[config.mk]
export PLATFORM = sky130hd
export DESIGN_NAME = dvp_stream_capture
export DESIGN_NICKNAME = d
export VERILOG_FILES = /design/src/rtl/dvp_stream_capture.sv
export SDC_FILE = /design/constraint.sdc
export NUM_CORES = 1
export LEC_CHECK = 0
export CAP_MARGIN = 20
export CORE_ASPECT_RATIO = 1.2
export CORE_UTILIZATION = 63
export DETAILED_ROUTE_END_ITERATION = 8
export PLACE_DENSITY_LB_ADDON = 0.2
export SYNTH_ARGS = -nofsm -noshare
export SYNTH_HDL_FRONTEND = slang
export SYNTH_SLANG_ARGS = --single-unit
[constraint.sdc]
create_clock -name i_wclk -period 5.4 [get_ports i_wclk]
set_input_delay 1.08 -clock i_wclk [delete_from_list [all_inputs] [get_ports i_wclk]]
set_output_delay 1.08 -clock i_wclk [all_outputs]
set_load 0.05 [all_outputs]
[src/rtl/dvp_stream_capture.sv]
// -----------------------------------------------------------------------------
// dvp_stream_capture
//
// Front end of the ping-pong frame buffer write path. Takes a DVP camera bus
// (already synchronous to i_wclk), packs byte pairs into RGB444 pixels and
// presents them as an AXI-Stream with o_m_last on the final pixel of a frame.
// A small output FIFO rides out downstream backpressure. Every frame that has
// produced at least one beat is closed by exactly one last beat; truncated or
// overflowed frames are closed by a zero filler beat with last set.
//
// Ports
//   i_wclk        write-side clock
//   i_wrstn       synchronous active-low reset
//   i_vsync       frame sync, active high
//   i_href        line valid, active high
//   i_pix_en      byte strobe, i_pdata is only looked at when high
//   i_pdata[7:0]  camera byte (phase 0: R in [3:0]; phase 1: {G,B})
//   i_tp_sel      test pattern select, latched at vsync fall
//                 (present only with DVP_TEST_PATTERN_EN)
//   o_m_valid     AXI-S valid
//   i_m_ready     AXI-S ready
//   o_m_data      pixel {R[3:0],G[3:0],B[3:0]}
//   o_m_last      last beat of the frame
//   o_overflow    sticky: a pixel was dropped on a full FIFO
//   o_frame_err   sticky: a frame ended before its final pixel
//   i_clr_flags   one-cycle pulse clearing both sticky flags (a set wins)
//
// Build option
//   DVP_TEST_PATTERN_EN  adds i_tp_sel and an 8-bar colour pattern generator.
// -----------------------------------------------------------------------------
module dvp_stream_capture #(
   parameter int FRAME_WIDTH  = 320,
   parameter int FRAME_HEIGHT = 240,
   parameter int DATA_WIDTH   = 12,
   parameter int FIFO_DEPTH   = 4
) (
   input  logic                  i_wclk,
   input  logic                  i_wrstn,
   input  logic                  i_vsync,
   input  logic                  i_href,
   input  logic                  i_pix_en,
   input  logic [7:0]            i_pdata,
`ifdef DVP_TEST_PATTERN_EN
   input  logic                  i_tp_sel,
`endif
   output logic                  o_m_valid,
   input  logic                  i_m_ready,
   output logic [DATA_WIDTH-1:0] o_m_data,
   output logic                  o_m_last,
   output logic                  o_overflow,
   output logic                  o_frame_err,
   input  logic                  i_clr_flags
);

   localparam int COL_W = (FRAME_WIDTH > 1) ? $clog2(FRAME_WIDTH) : 1;
   localparam int ROW_W = $clog2(FRAME_HEIGHT + 1);
   localparam int PTR_W = $clog2(FIFO_DEPTH);
   localparam int CNT_W = $clog2(FIFO_DEPTH + 1);

   localparam logic [COL_W-1:0] COL_LAST  = COL_W'(FRAME_WIDTH - 1);
   localparam logic [ROW_W-1:0] ROW_LAST  = ROW_W'(FRAME_HEIGHT - 1);
   localparam logic [ROW_W-1:0] ROW_END   = ROW_W'(FRAME_HEIGHT);
   localparam logic [CNT_W-1:0] FIFO_FULL = CNT_W'(FIFO_DEPTH);

   generate
      if (DATA_WIDTH != 12) begin : g_bad_data_width
         $error("dvp_stream_capture: only DATA_WIDTH=12 (RGB444) is supported");
      end
      if ((FIFO_DEPTH < 2) || ((FIFO_DEPTH & (FIFO_DEPTH - 1)) != 0)) begin : g_bad_fifo_depth
         $error("dvp_stream_capture: FIFO_DEPTH must be a power of 2 and at least 2");
      end
   endgenerate

   typedef enum logic [2:0] {
      WAIT_VS = 3'd0,
      ARM     = 3'd1,
      ACTIVE  = 3'd2,
      FLUSH   = 3'd3,
      DONE    = 3'd4
   } state_t;

   state_t                state_r;
   state_t                state_next_s;

   logic                  vs_d_r;
   logic                  href_d_r;
   logic                  vs_rise_s;
   logic                  vs_fall_s;
   logic                  href_fall_s;

   logic                  phase_r;
   logic [3:0]            red_r;
   logic [COL_W-1:0]      col_r;
   logic                  col_full_r;   // line already delivered FRAME_WIDTH pixels
   logic [ROW_W-1:0]      row_r;
   logic                  pushed_any_r;

   logic                  byte_s;
   logic                  pix_keep_s;
   logic                  pix_last_s;
   logic [DATA_WIDTH-1:0] pix_data_s;

   logic                  pend_valid_r;
   logic [DATA_WIDTH-1:0] pend_data_r;
   logic                  pend_last_r;

   logic [DATA_WIDTH:0]   mem_r [FIFO_DEPTH];
   logic [PTR_W-1:0]      wr_ptr_r;
   logic [PTR_W-1:0]      rd_ptr_r;
   logic [PTR_W-1:0]      rd_next_s;
   logic [CNT_W-1:0]      count_r;
   logic [CNT_W-1:0]      count_next_s;
   logic [DATA_WIDTH:0]   head_s;

   logic                  pop_s;
   logic                  push_ok_s;
   logic                  fifo_push_s;
   logic [DATA_WIDTH-1:0] fifo_wdata_s;
   logic                  fifo_wlast_s;
   logic                  pend_push_s;
   logic                  ovf_set_s;
   logic                  ferr_set_s;

   logic                  o_m_valid_r;
   logic [DATA_WIDTH-1:0] o_m_data_r;
   logic                  o_m_last_r;
   logic                  overflow_r;
   logic                  frame_err_r;

`ifdef DVP_TEST_PATTERN_EN
   logic                  tp_r;
   logic [2:0]            bar_idx_s;

   function automatic logic [11:0] bar_color(input logic [2:0] idx);
      case (idx)
         3'd0:    bar_color = 12'hFFF;
         3'd1:    bar_color = 12'hFF0;
         3'd2:    bar_color = 12'h0FF;
         3'd3:    bar_color = 12'h0F0;
         3'd4:    bar_color = 12'hF0F;
         3'd5:    bar_color = 12'hF00;
         3'd6:    bar_color = 12'h00F;
         default: bar_color = 12'h000;
      endcase
   endfunction

   // col is always below FRAME_WIDTH for a kept pixel, so the bar index fits 3 bits
   assign bar_idx_s = 3'((32'(col_r) * 32'd8) / 32'(FRAME_WIDTH));

   // Pattern select is frozen for the whole frame at vsync fall
   always_ff @(posedge i_wclk) begin
      if (!i_wrstn) begin
         tp_r <= 1'b0;
      end else if (vs_fall_s) begin
         tp_r <= i_tp_sel;
      end
   end
`endif

   assign vs_rise_s   = i_vsync  & ~vs_d_r;
   assign vs_fall_s   = ~i_vsync & vs_d_r;
   assign href_fall_s = ~i_href  & href_d_r;

   assign byte_s     = (state_r == ACTIVE) && i_href && i_pix_en;
   // Pixels beyond the line width, or on a row past the frame, never reach the FIFO
   assign pix_keep_s = byte_s && phase_r && !col_full_r && (row_r < ROW_END);
   assign pix_last_s = (row_r == ROW_LAST) && (col_r == COL_LAST);

   assign pop_s     = o_m_valid_r && i_m_ready;
   // A pop in the same cycle frees the slot, so a full FIFO can still accept
   assign push_ok_s = (count_r != FIFO_FULL) || pop_s;

   // Packed pixel value: camera bytes, or the colour bars when selected
   always_comb begin
`ifdef DVP_TEST_PATTERN_EN
      if (tp_r) begin
         pix_data_s = bar_color(bar_idx_s);
      end else begin
         pix_data_s = {red_r, i_pdata};
      end
`else
      pix_data_s = {red_r, i_pdata};
`endif
   end

   // vsync/href history for edge detection
   always_ff @(posedge i_wclk) begin
      if (!i_wrstn) begin
         vs_d_r   <= 1'b0;
         href_d_r <= 1'b0;
      end else begin
         vs_d_r   <= i_vsync;
         href_d_r <= i_href;
      end
   end

   // Byte phase, red holding register and pixel/line counters
   always_ff @(posedge i_wclk) begin
      if (!i_wrstn) begin
         phase_r      <= 1'b0;
         red_r        <= 4'h0;
         col_r        <= {COL_W{1'b0}};
         col_full_r   <= 1'b0;
         row_r        <= {ROW_W{1'b0}};
         pushed_any_r <= 1'b0;
      end else begin
         if (state_r == ARM) begin
            phase_r    <= 1'b0;
            col_r      <= {COL_W{1'b0}};
            col_full_r <= 1'b0;
            row_r      <= {ROW_W{1'b0}};
         end else if (href_fall_s) begin
            phase_r    <= 1'b0;
            col_r      <= {COL_W{1'b0}};
            col_full_r <= 1'b0;
            if (row_r != ROW_END) begin
               row_r <= row_r + ROW_W'(1);
            end
         end else if (byte_s) begin
            if (!phase_r) begin
               red_r   <= i_pdata[3:0];
               phase_r <= 1'b1;
            end else begin
               phase_r <= 1'b0;
               // col saturates at the last column; the flag marks "line is full"
               if (!col_full_r) begin
                  if (col_r == COL_LAST) begin
                     col_full_r <= 1'b1;
                  end else begin
                     col_r <= col_r + COL_W'(1);
                  end
               end
            end
         end
         if (state_r == ARM) begin
            pushed_any_r <= 1'b0;
         end else if (pend_push_s) begin
            pushed_any_r <= 1'b1;
         end
      end
   end

   // One-cycle staging between the phase-1 byte and the FIFO push
   always_ff @(posedge i_wclk) begin
      if (!i_wrstn) begin
         pend_valid_r <= 1'b0;
         pend_data_r  <= {DATA_WIDTH{1'b0}};
         pend_last_r  <= 1'b0;
      end else begin
         pend_valid_r <= pix_keep_s;
         if (pix_keep_s) begin
            pend_data_r <= pix_data_s;
            pend_last_r <= pix_last_s;
         end
      end
   end

   // Frame state register
   always_ff @(posedge i_wclk) begin
      if (!i_wrstn) begin
         state_r <= WAIT_VS;
      end else begin
         state_r <= state_next_s;
      end
   end

   // Frame sequencing, FIFO push selection and flag events
   always_comb begin
      state_next_s = state_r;
      fifo_push_s  = 1'b0;
      fifo_wdata_s = pend_data_r;
      fifo_wlast_s = pend_last_r;
      pend_push_s  = 1'b0;
      ovf_set_s    = 1'b0;
      ferr_set_s   = 1'b0;
      case (state_r)
         WAIT_VS: begin
            if (vs_rise_s) begin
               state_next_s = ARM;
            end else begin
               state_next_s = WAIT_VS;
            end
         end
         ARM: begin
            if (vs_fall_s) begin
               state_next_s = ACTIVE;
            end else begin
               state_next_s = ARM;
            end
         end
         ACTIVE: begin
            if (pend_valid_r) begin
               if (push_ok_s) begin
                  fifo_push_s = 1'b1;
                  pend_push_s = 1'b1;
                  if (pend_last_r) begin
                     // frame closed cleanly; a coincident vsync already starts the next one
                     state_next_s = vs_rise_s ? ARM : DONE;
                  end else if (vs_rise_s) begin
                     ferr_set_s   = 1'b1;
                     state_next_s = FLUSH;
                  end else begin
                     state_next_s = ACTIVE;
                  end
               end else begin
                  ovf_set_s    = 1'b1;
                  state_next_s = FLUSH;
               end
            end else if (vs_rise_s) begin
               // nothing went downstream yet, so there is no frame to close
               if (pushed_any_r) begin
                  ferr_set_s   = 1'b1;
                  state_next_s = FLUSH;
               end else begin
                  state_next_s = ARM;
               end
            end else begin
               state_next_s = ACTIVE;
            end
         end
         FLUSH: begin
            fifo_wdata_s = {DATA_WIDTH{1'b0}};
            fifo_wlast_s = 1'b1;
            if (push_ok_s) begin
               fifo_push_s  = 1'b1;
               state_next_s = DONE;
            end else begin
               state_next_s = FLUSH;
            end
         end
         DONE: begin
            if (vs_rise_s) begin
               state_next_s = ARM;
            end else begin
               state_next_s = DONE;
            end
         end
         default: begin
            state_next_s = WAIT_VS;
         end
      endcase
   end

   // Next FIFO occupancy and the entry that will sit at the head afterwards
   always_comb begin
      count_next_s = count_r + CNT_W'(fifo_push_s) - CNT_W'(pop_s);
      rd_next_s    = rd_ptr_r + PTR_W'(pop_s);
      // an entry written this cycle into the new head slot bypasses the array
      if (fifo_push_s && (wr_ptr_r == rd_next_s)) begin
         head_s = {fifo_wlast_s, fifo_wdata_s};
      end else begin
         head_s = mem_r[rd_next_s];
      end
   end

   // FIFO storage; contents are meaningless once the pointers are reset
   always_ff @(posedge i_wclk) begin
      if (fifo_push_s) begin
         mem_r[wr_ptr_r] <= {fifo_wlast_s, fifo_wdata_s};
      end
   end

   // FIFO pointers and registered AXI-Stream outputs
   always_ff @(posedge i_wclk) begin
      if (!i_wrstn) begin
         wr_ptr_r    <= {PTR_W{1'b0}};
         rd_ptr_r    <= {PTR_W{1'b0}};
         count_r     <= {CNT_W{1'b0}};
         o_m_valid_r <= 1'b0;
         o_m_data_r  <= {DATA_WIDTH{1'b0}};
         o_m_last_r  <= 1'b0;
      end else begin
         wr_ptr_r    <= wr_ptr_r + PTR_W'(fifo_push_s);
         rd_ptr_r    <= rd_next_s;
         count_r     <= count_next_s;
         o_m_valid_r <= (count_next_s != {CNT_W{1'b0}});
         // head only moves on a pop or when an empty FIFO gets its first entry
         if (count_next_s != {CNT_W{1'b0}}) begin
            {o_m_last_r, o_m_data_r} <= head_s;
         end
      end
   end

   // Sticky error flags; a set in the same cycle as a clear wins
   always_ff @(posedge i_wclk) begin
      if (!i_wrstn) begin
         overflow_r  <= 1'b0;
         frame_err_r <= 1'b0;
      end else begin
         if (ovf_set_s) begin
            overflow_r <= 1'b1;
         end else if (i_clr_flags) begin
            overflow_r <= 1'b0;
         end
         if (ferr_set_s) begin
            frame_err_r <= 1'b1;
         end else if (i_clr_flags) begin
            frame_err_r <= 1'b0;
         end
      end
   end

   assign o_m_valid   = o_m_valid_r;
   assign o_m_data    = o_m_data_r;
   assign o_m_last    = o_m_last_r;
   assign o_overflow  = overflow_r;
   assign o_frame_err = frame_err_r;

endmodule

[After elaboration in Yosys (flattened, before gate mapping)]
Memories as Yosys holds them, arrays and structs flattened. A register that Yosys moved wholly into a read port is not among the register bits.
Index checks and enable logic that the tools add are counted.
Storage, ports and cells
  logic and storage cells: 101
  memories kept: 1
  memory bits (writable): 52
  bits of input ports: 15
  register bits after elaboration: 53
Cells by class
  equality and inequality tests: 8
  reductions and logical operators: 20
  mux-type cells: 35
  bitwise operators: 12
  magnitude comparators: 1
  add/sub/neg operators: 6
Memory list
  mem_r: depth 4, width 13, read ports 1, clocked after Yosys merged registers in 1, write ports 1, line 107  | logic [DATA_WIDTH:0] mem_r [FIFO_DEPTH];
Operators with widths (number)
  two-way mux 1 bit: 24
  two-way mux 3 bit: 6
  one-hot mux 3 bit (5 select lines): 1
  two-way mux 12 bit: 1
  adder 9 x 1 -> 9 bit, second input constant: 1
  equality test 9 bit, second input constant: 1
  NOT 1 bit: 9
  adder 8 x 1 -> 8 bit, second input constant: 1
  equality test 8 bit, second input constant: 1
  less-than comparator 8 bit, second input constant: 1
  inequality test 8 bit, second input constant: 1
  AND reduction 4 bit: 2
  logical AND 1 bit: 7
  equality test 3 x 2 -> 1 bit, second input constant: 2
  adder 2 x 1 -> 2 bit: 2
  two-way mux 2 bit: 2
  AND reduction 2 bit: 2
  nonzero test 2 bit: 2
  adder 3 x 1 -> 3 bit: 1
  bitwise AND 1 bit: 3
  equality test 3 x 1 -> 1 bit, second input constant: 1
  equality test 3 bit, second input constant: 1
  zero test 3 bit: 1
  inequality test 3 bit, second input constant: 1
  7 further kinds: 8

[Longest topological paths before layout]
Gate-level depths: netlist of the first run.
  depth in word-level cells: 8
  gate-level depth with buffers: 13

[Worst setup path after synthesis of the first run]
Ideal clock, no wire load.
  kind: input to register
  start point: in i_m_ready
  end point: reg o_m_data_r[0] (netlist: o_m_data[0]), read port of mem_r
  cell stages on the path: 12
  arrival: 3.767 ns
  path slack: 1.511 ns
  required time: 5.278 ns
  cell sequence: a211oi_2 a211o_1 buf_2 buf_2 ha_1 inv_1 ha_1 fa_1 o31a_1 and4_4 buf_6 a221o_1
Between the ends
  cells in the longest elaborated chain, start to end: 8
  elaborated cells on any way between the ends: 9
  classes of those cells: add/sub: 3; mux: 3; reduce/logical: 3
Ends and longest elaborated chain
  start: declaration: line 47  | input logic i_m_ready,
  logical AND 1 bit (*): line 169  | assign pop_s = o_m_valid_r && i_m_ready;
  logical OR 1 bit: line 171  | assign push_ok_s = (count_r != FIFO_FULL) || pop_s;
  two-way mux 1 bit: line 293, 324
  two-way mux 1 bit: line 292  | if (pend_valid_r) begin
  one-hot mux 1 bit (2 select lines): line 276  | case (state_r)
  adder 3 x 1 -> 3 bit: line 346  | count_next_s = count_r + CNT_W'(fifo_push_s) - CNT_W'(pop_s);
  subtractor 3 x 1 -> 3 bit (*): line 346
  via count_next_s[1]: line 112  | logic [CNT_W-1:0] count_next_s;
  nonzero test 3 bit (*): line 378  | if (count_next_s != {CNT_W{1'b0}}) begin
  end: declaration: line 125  | logic [DATA_WIDTH-1:0] o_m_data_r;
The timed path passes the listed nets; every way through them passes the cells marked *.
A chain may end at the register's enable or synchronous reset.

[Worst setup path after layout of the first run]
  start point: in i_m_ready
  end point: reg o_m_data_r[7] (netlist: o_m_data[7]), read port of mem_r
Between the ends
  cells in the longest elaborated chain, start to end: 8
  elaborated cells on any way between the ends: 9
  classes of those cells: add/sub: 3; mux: 3; reduce/logical: 3
Ends and longest elaborated chain (line)
  logical AND 1 bit (*): 169
  logical OR 1 bit: 171
  two-way mux 1 bit: 293, 324
  two-way mux 1 bit: 292
  one-hot mux 1 bit (2 select lines): 276
  adder 3 x 1 -> 3 bit: 346
  subtractor 3 x 1 -> 3 bit: 346
  nonzero test 3 bit: 378
Every way passes the cells marked *; elsewhere a longest branch is shown, timed or not.

==> results.sh, run 1 <==
export IMPL_grtUsageTotal=0.281
export IMPL_vias=3433
export IMPL_critPathCapture="o_m_data[7]"
export IMPL_violations="design-rule violations"
export IMPL_die_area_um2=8330
export IMPL_synthArstFlopShare=0
export IMPL_area_growth_pct=18.8
export IMPL_post_route_period_util=0.746
export IMPL_hpwlAfterDp_mm=7.03
export IMPL_synth_fp_nets=430
export IMPL_synth_top_family_by_area="simple AND/OR/NAND/NOR gates"
export IMPL_critical_path_arrival_ps=4470
export IMPL_fin_crit_ps=4030
export IMPL_path_class="in -> reg"
export IMPL_rsz0062_at_grt="false"
export IMPL_cts_buffers_inserted=17
export IMPL_wl_mm=10.8
export IMPL_ys_flop_type="dfxtp_1"
export IMPL_drc=1
export IMPL_clk_pin_slew_ps=60
export IMPL_port_buffer_count=30
export IMPL_grt_max_degree=24
export IMPL_cp_startpoint="i_m_ready"
export IMPL_ir_worst_vdd_mv=0.349
export IMPL_ctsHtreeMaxLevel=4
export IMPL_seq_area_frac_synth=0.574
export IMPL_syn_avg_cell_area_um2=12.3
export IMPL_muxShareOfSynthArea=0.0962
export IMPL_status="finished with violations"
export IMPL_register_area_um2=2880
export IMPL_cap_viol_max_count=0
export IMPL_synth_top_cell_area_share=0.311
export IMPL_min_path_type="reg -> reg"
export IMPL_yosys_top_cells_area="edfxtp_1 31%, dfxtp_1 26%, mux4_2 5.4%, mux2i_1 3.8%, nor2_1 3.0%"
export IMPL_endpoint_kind="flip-flop"
export IMPL_wire_per_inst_um=19.7
export IMPL_synth_seq_cells=118
export IMPL_layout_cells_non_filler=546
export IMPL_die_x_um=83.5
export IMPL_place_gp_congestion=0.828
export IMPL_multi_input_area_um2=2010
export IMPL_synth_top_area_cell="edfxtp_1"
export IMPL_r2r_start="state_r[1]"
export IMPL_viasPerCell=6.29
export IMPL_fin_util=0.774
export IMPL_yosysUniqueCellTypes=56
export IMPL_reg2reg_to="o_m_data[7]"
export IMPL_worst_pin_slew_ps=998
export IMPL_clock_skew_ps=13.4
export IMPL_cp_required_ps=5840
export IMPL_rr_worst_depth=10
export IMPL_cts_hold_buffers=0
export IMPL_post_place_cells=514
export IMPL_synth_common_cells="66 x dfxtp_1, 52 x edfxtp_1, 40 x nor2_1"
export IMPL_drive_gt1_frac=0.134
export IMPL_grt_pass1_vias=3592
export IMPL_crit_path_max_fanout=16
export IMPL_cts_setup_buffers=0
export IMPL_slew_headroom=0.329
export IMPL_cts_resized=0
export IMPL_insertion_delay_ps=510
export IMPL_antenna_cells=0
export IMPL_ios=31
export IMPL_drtIter0Drc=266
export IMPL_synth_edf_count=52
export IMPL_finalHoldViolations=0
export IMPL_synth_most_common_cell="dfxtp_1"
export IMPL_rrSetupSlack_ps=1820
export IMPL_synth_compound_area_frac=0.106
export IMPL_tns_ps=0
export IMPL_start_kind="primary input"
export IMPL_yosysWarningCount=0
export IMPL_fp_coreArea_um2=7710
export IMPL_holdPathStages=2
export IMPL_antenna_found_initial=0
export IMPL_clock_root_buffer="clkbuf_8"
export IMPL_slew_violations=0
export IMPL_clk_path_buf_depth=2
export IMPL_start_util=0.651
export IMPL_clock_sinks=118
export IMPL_syn_inst=407
export IMPL_final_nets=464
export IMPL_firstDrtPassIters=7
export IMPL_setup_violations=0
export IMPL_grt_first_pass_wirelength_mm=17.7
export IMPL_synth_fa_ha_area_frac=0.0214
export IMPL_synth_xor_area_share=0.0249
export IMPL_leakage_nw=2.03
export IMPL_synth_simple_area_share=0.145
export IMPL_powerDensity_nw_per_um2=470
export IMPL_netlist_area_um2=5020
export IMPL_fmax_mhz=248
export IMPL_die_h_um=99.8
export IMPL_ant_nets=0
export IMPL_fillers=469
export IMPL_cts_tree="built"
export IMPL_num_rows=35
export IMPL_grt_ovfl_total=0
==> placed cells by master (no fill, tap or decap), types with 9 or more instances in the layout <==
cell / count
mux2i_1: 19
mux4_2: 12
a221o_1: 12
o211a_1: 13
inv_1: 15
edfxtp_1: 52
a21oi_1: 14
nand2b_1: 9
nand2_1: 14
clkdlybuf4s50_1: 30
and2_1: 20
dfxtp_1: 66
clkbuf_16: 16
nor2_1: 40
==> where the power goes <==
part	total [mW]	switching, mW	leakage (nW)	internal [mW]
clock	1.04	0.391	0.260	0.649
sequential	1.05	0.0600	0.928	0.995
combinational	0.710	0.423	0.842	0.287
==> per-stage QoR <==
| step | power, mW | hold WS [ps] | setup WS (ps) | instance area (um^2) |
|---|---|---|---|---|
| after detailed placement | 1.77 | 465 | 897 | 5410 |
| after global routing | 2.90 | 504 | 1170 | 5960 |
| after global placement | 1.75 | 453 | 1080 | 5410 |
| final | 2.80 | 478 | 1370 | 5960 |
| after floorplan | 1.56 | 441 | 1510 | 5020 |
| after CTS | 2.81 | 472 | 1410 | 5960 |
==> routing by layer <==
| metal | share of wire | GRT usage |
|---|---|---|
| met1 | 0.39 | 0.314 |
| met2 | 0.53 | 0.505 |
| met3 | 0.056 | 0.0814 |
| met4 | 0.025 | 0.115 |
| met5 | 0 | 0 |
==> how the worst min path moves through the flow <==
stage / from / to / slack [ps]
final: col_r[8] / col_r[8] / 480
after global routing: col_r[8] / col_r[8] / 500
after CTS: col_r[8] / col_r[8] / 470
after detailed placement: col_r[8] / col_r[8] / 460
after global placement: col_r[8] / col_r[8] / 450
after floorplan: col_r[8] / col_r[8] / 440
==> kinds of logic (layout without fill, tap and decap cells) <==
logic type,Yosys count,after routing
fa+ha+maj,8,8
mux,33,33
flops,118,118
buf+inv,36,83
simple gates,133,133
xor+xnor,11,11
compound gates,68,68
==> worst max-delay path, stage by stage <==
cell	delay (ps)
clkdlybuf4s50_1	440
a211oi_2	460
a211o_1	250
ha_1	140
inv_1	40
ha_1	190
fa_1	370
xnor3_1	290
o31a_1	560
and4_4	460
a221o_1	190
==> flip-flops by register name, indices dropped and copies added, names as in the netlist, 2 cells and up <==
register and flops:
wr_ptr_r 2, count_r 3, red_r 4, pend_data_r 12, state_r 3, rd_ptr_r 2, o_m_data 12, mem_r 52
col_r 9, row_r 8
==> final cells by class <==
type / count / area share
repair buffers: 36 / 0.0579
multi-input cells: 253 / 0.337
well taps: 92 / 0.0193
inverters: 15 / 0.00944
clock inverters: 14 / 0.0227
flip-flops and latches: 118 / 0.484
clock buffers: 18 / 0.0701
Power figures use the tool's default switching activity.
==> run 2: changes to the inputs <==
--- a/config.mk
+++ b/config.mk
@@ -7,7 +7,7 @@
 export LEC_CHECK = 0
 export CAP_MARGIN = 20
 export CORE_ASPECT_RATIO = 1.2
-export CORE_UTILIZATION = 63
+export CORE_UTILIZATION = 59
 export DETAILED_ROUTE_END_ITERATION = 8
 export PLACE_DENSITY_LB_ADDON = 0.2
 export SYNTH_ARGS = -nofsm -noshare
==> constraint.sdc (replaced) <==
create_clock -name i_wclk -period 4.2 [get_ports i_wclk]
set_input_delay 0.84 -clock i_wclk [delete_from_list [all_inputs] [get_ports i_wclk]]
set_output_delay 0.84 -clock i_wclk [all_outputs]
set_load 0.05 [all_outputs]
==> run 2 against run 1 <==
Effect of this change:
- the run now ends clean
- clock-buffer cell count shrank 1
- routed wire length is 3.0% lower
- critical endpoint is now o_m_data[4]
- setup slack got worse by 550 ps
- clock skew decreased by 6.2 ps
- worst hold slack improved by 1.7 ps
- highest routed layer unchanged
- sequential share of layout area fell by 0.91 points
- critical path depth increased by 1
==> results.sh, run 2 (synthesis results as in run 1) <==
export IMPL_holdPathStages=2
export IMPL_fin_crit_ps=3380
export IMPL_cts_buffers_inserted=17
export IMPL_vias=3387
export IMPL_path_class="in -> reg"
export IMPL_insertion_delay_ps=520
export IMPL_grtUsageTotal=0.256
export IMPL_cp_required_ps=4600
export IMPL_pre_cts_ws_ps=340
export IMPL_start_util=0.612
export IMPL_clock_skew_ps=7.24
export IMPL_start_kind="primary input"
export IMPL_place_gp_congestion=0.785
export IMPL_hpwlAfterDp_mm=6.99
export IMPL_ir_worst_vdd_mv=0.320
export IMPL_die_area_um2=8880
export IMPL_antenna_cells=0
export IMPL_crit_path_max_fanout=15
export IMPL_clock_root_buffer="clkbuf_8"
export IMPL_clock_sinks=118
export IMPL_worst_pin_slew_ps=766
export IMPL_fin_util=0.741
export IMPL_antenna_found_initial=0
export IMPL_finalHoldViolations=0
export IMPL_cap_viol_max_count=0
export IMPL_ant_nets=0
export IMPL_grt_first_pass_wirelength_mm=16.7
export IMPL_drtIter0Drc=165
export IMPL_grt_max_degree=23
export IMPL_status="completed"
export IMPL_cts_hold_buffers=0
export IMPL_cts_setup_buffers=0
export IMPL_clk_path_buf_depth=2
export IMPL_wl_mm=10.4
export IMPL_worst_slack_ps=819
export IMPL_drive_gt1_frac=0.141
export IMPL_drc=0
export IMPL_powerDensity_nw_per_um2=618
export IMPL_viasPerCell=5.89
export IMPL_tns_ps=0
export IMPL_final_common_cell="dfxtp_1"
export IMPL_die_h_um=103
export IMPL_leakage_nw=2.08
export IMPL_grt_pass1_vias=3369
export IMPL_min_path_type="reg -> reg"
export IMPL_endpoint_kind="flip-flop"
export IMPL_slowest_stage="clkdlybuf4s50_1"
export IMPL_timing_hold_ws_ps=480
export IMPL_place_area_um2=5480
export IMPL_slew_violations=0
export IMPL_port_buffer_count=30
export IMPL_rsz0062_at_grt="false"
export IMPL_ios=31
export IMPL_slew_headroom=0.490
export IMPL_setup_violations=0
export IMPL_critical_path_arrival_ps=3780
export IMPL_mostFrequentLayoutCells="66 x dfxtp_1, 52 x edfxtp_1, 40 x nor2_1"
export IMPL_cts_tree="built"
export IMPL_final_nets=471
export IMPL_firstDrtPassIters=5
export IMPL_largest_register_ffs=52
export IMPL_rr_worst_depth=11
export IMPL_cts_resized=0
export IMPL_finalInstanceArea_um2=6080
export IMPL_slowest_delay_ps=480
export IMPL_grt_ovfl_total=0
export IMPL_critical_path_top_cell_by_count="ha_1"
export IMPL_fmax_mhz=296
export IMPL_fp_coreArea_um2=8200
export IMPL_regMostFlops="mem_r"
export IMPL_num_rows=36
export IMPL_crit_chain="clkdlybuf4s50_1 > a211oi_2 > a211o_1 > ha_1 > inv_1 > ha_1 > fa_1 > xnor3_1 > o31a_1 > buf_4 > o211a_1 > a221o_1"
export IMPL_fillers=564
export IMPL_die_x_um=86.2
export IMPL_wire_per_inst_um=18.1
export IMPL_area_growth_pct=21.0
export IMPL_post_route_period_util=0.805
export IMPL_ctsHtreeMaxLevel=4
export IMPL_clk_pin_slew_ps=60
==> run 2: changes by cell type in the layout (fill, tap and decap cells not counted) <==
cell | before | now
buf_4 | 6 | 13
bufinv_16 | 2 | 4
clkinv_1 | 1 | 3
clkinv_2 | 5 | 3
clkbuf_1 | 1 | 0
clkinvlp_4 | 5 | 4
nor3_1 | 3 | 4
nor3_2 | 1 | 0
xor2_1 | 4 | 5
xor2_2 | 1 | 0
==> run 2: final timing paths <==
kind | startpoint | end | slack (ps)
worst max-delay path | i_m_ready | o_m_data[4] | 820
worst min-delay path | col_r[8] | col_r[8] | 480
worst max register to register | state_r[1] | o_m_data[4] | 950
worst min register to register | col_r[8] | col_r[8] | 480
==> run 2: cell type report <==
type	count	area (um^2)	area share
clock buffer	17	414	0.0682
timing repair buffer	43	398	0.0655
tap	114	143	0.0235
multi-input combinational	253	2000	0.329
inverter	15	56.3	0.00927
sequential	118	2880	0.474
clock inverter	15	185	0.0305
==> run 2: metal layers <==
metal / share of wire / global-route usage / vias to the layer above / routed length (um)
met1: 0.42 / 0.292 / 1689 / 4380
met5: 0 / 0 / - / 0
li1: - / - / 1600 / -
met4: 0.016 / 0.103 / 0 / 170
met2: 0.53 / 0.460 / 80 / 5490
met3: 0.038 / 0.0657 / 18 / 392
==> run 2: through the flow <==
step | total power, mW | cells
floorplan | 2.01 | 407
global placement | 2.27 | 543
detailed placement | 2.30 | 543
CTS | 3.77 | 575
global route | 3.88 | 575
finish | 3.76 | 575
==> run 2: power breakdown <==
group          switching (mW)  internal (mW)
clock                   0.510          0.953
sequential             0.0741           1.28
combinational           0.547          0.392
==> run 2: critical path, delay by kind of cell <==
kind,cells,cell delay [ps]
AOI/OAI and AO/OA,5,1110
xor gates and xnor gates,1,250
adders and majority gates,3,850
buffers and inverters,3,720
==> run 3: changes to the inputs <==
--- a/config.mk
+++ b/config.mk
@@ -7,7 +7,7 @@
 export LEC_CHECK = 0
 export CAP_MARGIN = 20
 export CORE_ASPECT_RATIO = 1.2
-export CORE_UTILIZATION = 59
+export CORE_UTILIZATION = 53
 export DETAILED_ROUTE_END_ITERATION = 8
 export PLACE_DENSITY_LB_ADDON = 0.2
 export SYNTH_ARGS = -nofsm -noshare
==> constraint.sdc (replaced) <==
create_clock -name i_wclk -period 2.8 [get_ports i_wclk]
set_input_delay 0.56 -clock i_wclk [delete_from_list [all_inputs] [get_ports i_wclk]]
set_output_delay 0.56 -clock i_wclk [all_outputs]
set_load 0.05 [all_outputs]
==> run 3 against run 2 <==
Effect of this change:
- total power is 56% higher
- sequential share of layout area fell by 2.0 points
- global-route usage shrank 1.8 points
- register-to-register slack worse by 880 ps
- combinational power rose by 71%
- via count increased by 1.6%
- die area increased by 11%
- clock-buffer cell count rose by 2
- cell area is 4.7% higher
- critical endpoint is now o_m_data[5]
==> results.sh, run 3 (synthesis results as in run 1) <==
export IMPL_clock_skew_ps=7.39
export IMPL_viasPerCell=5.70
export IMPL_port_buffer_count=30
export IMPL_worst_pin_slew_ps=510
export IMPL_endpoint_kind="flip-flop"
export IMPL_start_util=0.550
export IMPL_drtIter0Drc=174
export IMPL_crit_chain="a211oi_4 > a211o_1 > ha_4 > inv_2 > ha_4 > fa_2 > xnor3_1 > o31a_1 > buf_6 > o211a_1 > a221o_1"
export IMPL_crit_path_max_fanout=7
export IMPL_hpwlAfterDp_mm=7.20
export IMPL_p_total_mw=5.86
export IMPL_post_place_cells=570
export IMPL_post_route_period_util=0.975
export IMPL_rsz0062_at_grt="true"
export IMPL_fin_crit_ps=2730
export IMPL_cts_tree="built"
export IMPL_fillers=665
export IMPL_critical_path_arrival_ps=3130
export IMPL_clk_pin_slew_ps=60
export IMPL_cts_setup_buffers=0
export IMPL_wire_per_inst_um=17.8
export IMPL_grt_first_pass_wirelength_mm=17.3
export IMPL_clock_sinks=118
export IMPL_pre_cts_ws_ps=-694
export IMPL_powerDensity_nw_per_um2=921
export IMPL_fmax_mhz=366
export IMPL_drc=0
export IMPL_grt_ovfl_total=0
export IMPL_setup_violations=0
export IMPL_fin_util=0.697
export IMPL_grtUsageTotal=0.238
export IMPL_regMostFlops="mem_r"
export IMPL_tns_ps=0
export IMPL_ios=31
export IMPL_vias=3442
export IMPL_path_class="reg -> reg"
export IMPL_fp_coreArea_um2=9130
export IMPL_ir_worst_vdd_mv=0.540
export IMPL_firstDrtPassIters=4
export IMPL_die_h_um=109
export IMPL_slowest_stage="dfxtp_4"
export IMPL_largest_register_ffs=52
export IMPL_mostFrequentLayoutCells="61 x dfxtp_1, 52 x edfxtp_1, 40 x nor2_1"
export IMPL_final_nets=494
export IMPL_area_growth_pct=26.7
export IMPL_layout_cells_non_filler=604
export IMPL_slew_headroom=0.660
export IMPL_cap_viol_max_count=0
export IMPL_start_kind="flip-flop"
export IMPL_place_gp_congestion=0.766
export IMPL_worst_slack_ps=69.4
export IMPL_antenna_found_initial=0
export IMPL_cp_required_ps=3200
export IMPL_crit_buf_inv=2
export IMPL_die_area_um2=9870
export IMPL_leakage_nw=2.23
export IMPL_clk_path_buf_depth=2
export IMPL_cp_top_family="compound AO/OA/AOI/OAI gates"
export IMPL_ctsHtreeMaxLevel=4
export IMPL_num_rows=38
export IMPL_die_x_um=90.8
export IMPL_slowest_delay_ps=370
export IMPL_min_path_type="reg -> reg"
export IMPL_grt_pass1_vias=3418
export IMPL_critical_path_top_cell_by_count="ha_4"
export IMPL_clock_root_buffer="clkbuf_8"
export IMPL_ant_nets=0
export IMPL_slew_violations=0
export IMPL_cts_buffers_inserted=17
export IMPL_drive_gt1_frac=0.207
export IMPL_final_common_cell="dfxtp_1"
export IMPL_insertion_delay_ps=520
export IMPL_wl_mm=10.7
export IMPL_grt_max_degree=23
export IMPL_finalHoldViolations=0
export IMPL_antenna_cells=0
export IMPL_status="completed"
run 3: what timing repair did:
action | CTS | global route
hold buffers | 0 | 0
pin swaps | 1 | 4
endpoints found under the setup margin | 13 | 12
cloned | 1 | 1
resized for setup | 2 | 9
run 3: worst reg2reg max path: cells and delay by family (launching register included):
kind	cells	cell delay, ps
xor gates and xnor gates	1	200
AOI/OAI and AO/OA	5	1110
buffers and inverters	2	200
DFF	1	370
adders and majority gates	3	730
run 3: area by class of cell:
type | instances | area [um^2] | share of cell area
clock buffers | 19 | 432 | 0.0679
clock inverters | 13 | 179 | 0.0281
inverters | 15 | 56.3 | 0.00885
multi-input cells | 254 | 2060 | 0.323
flip-flops and latches | 118 | 2890 | 0.455
well taps | 120 | 150 | 0.0236
repair buffers | 65 | 594 | 0.0935
run 3: final timing paths:
path	startpoint	to	slack [ps]	depth (start not counted)
max	o_m_valid	o_m_data[5]	70	11
min reg2reg	o_overflow	o_overflow	470	2
max reg2reg	o_m_valid	o_m_data[5]	70	11
min	o_overflow	o_overflow	470	2
run 3: through the flow:
step                      instance area, um^2  hold slack, ps
after floorplan                          5070             441
after global placement                   5710             458
after detailed placement                 5710             469
after CTS                                6330             478
after global routing                     6360             510
final                                    6360             470
run 3: metal layers:
| layer | track usage | routed length [um] | up-vias |
|---|---|---|---|
| met5 | 0 | 0 | - |
| met1 | 0.270 | 4530 | 1696 |
| met3 | 0.0551 | 386 | 18 |
| li1 | - | - | 1660 |
| met4 | 0.121 | 210 | 0 |
| met2 | 0.421 | 5610 | 68 |
run 3: report_power, final:
group / leakage (nW) / internal [mW] / switching (mW)
Combinational: 1.00 / 0.738 / 0.871
Sequential: 0.931 / 1.92 / 0.102
Clock: 0.292 / 1.46 / 0.759
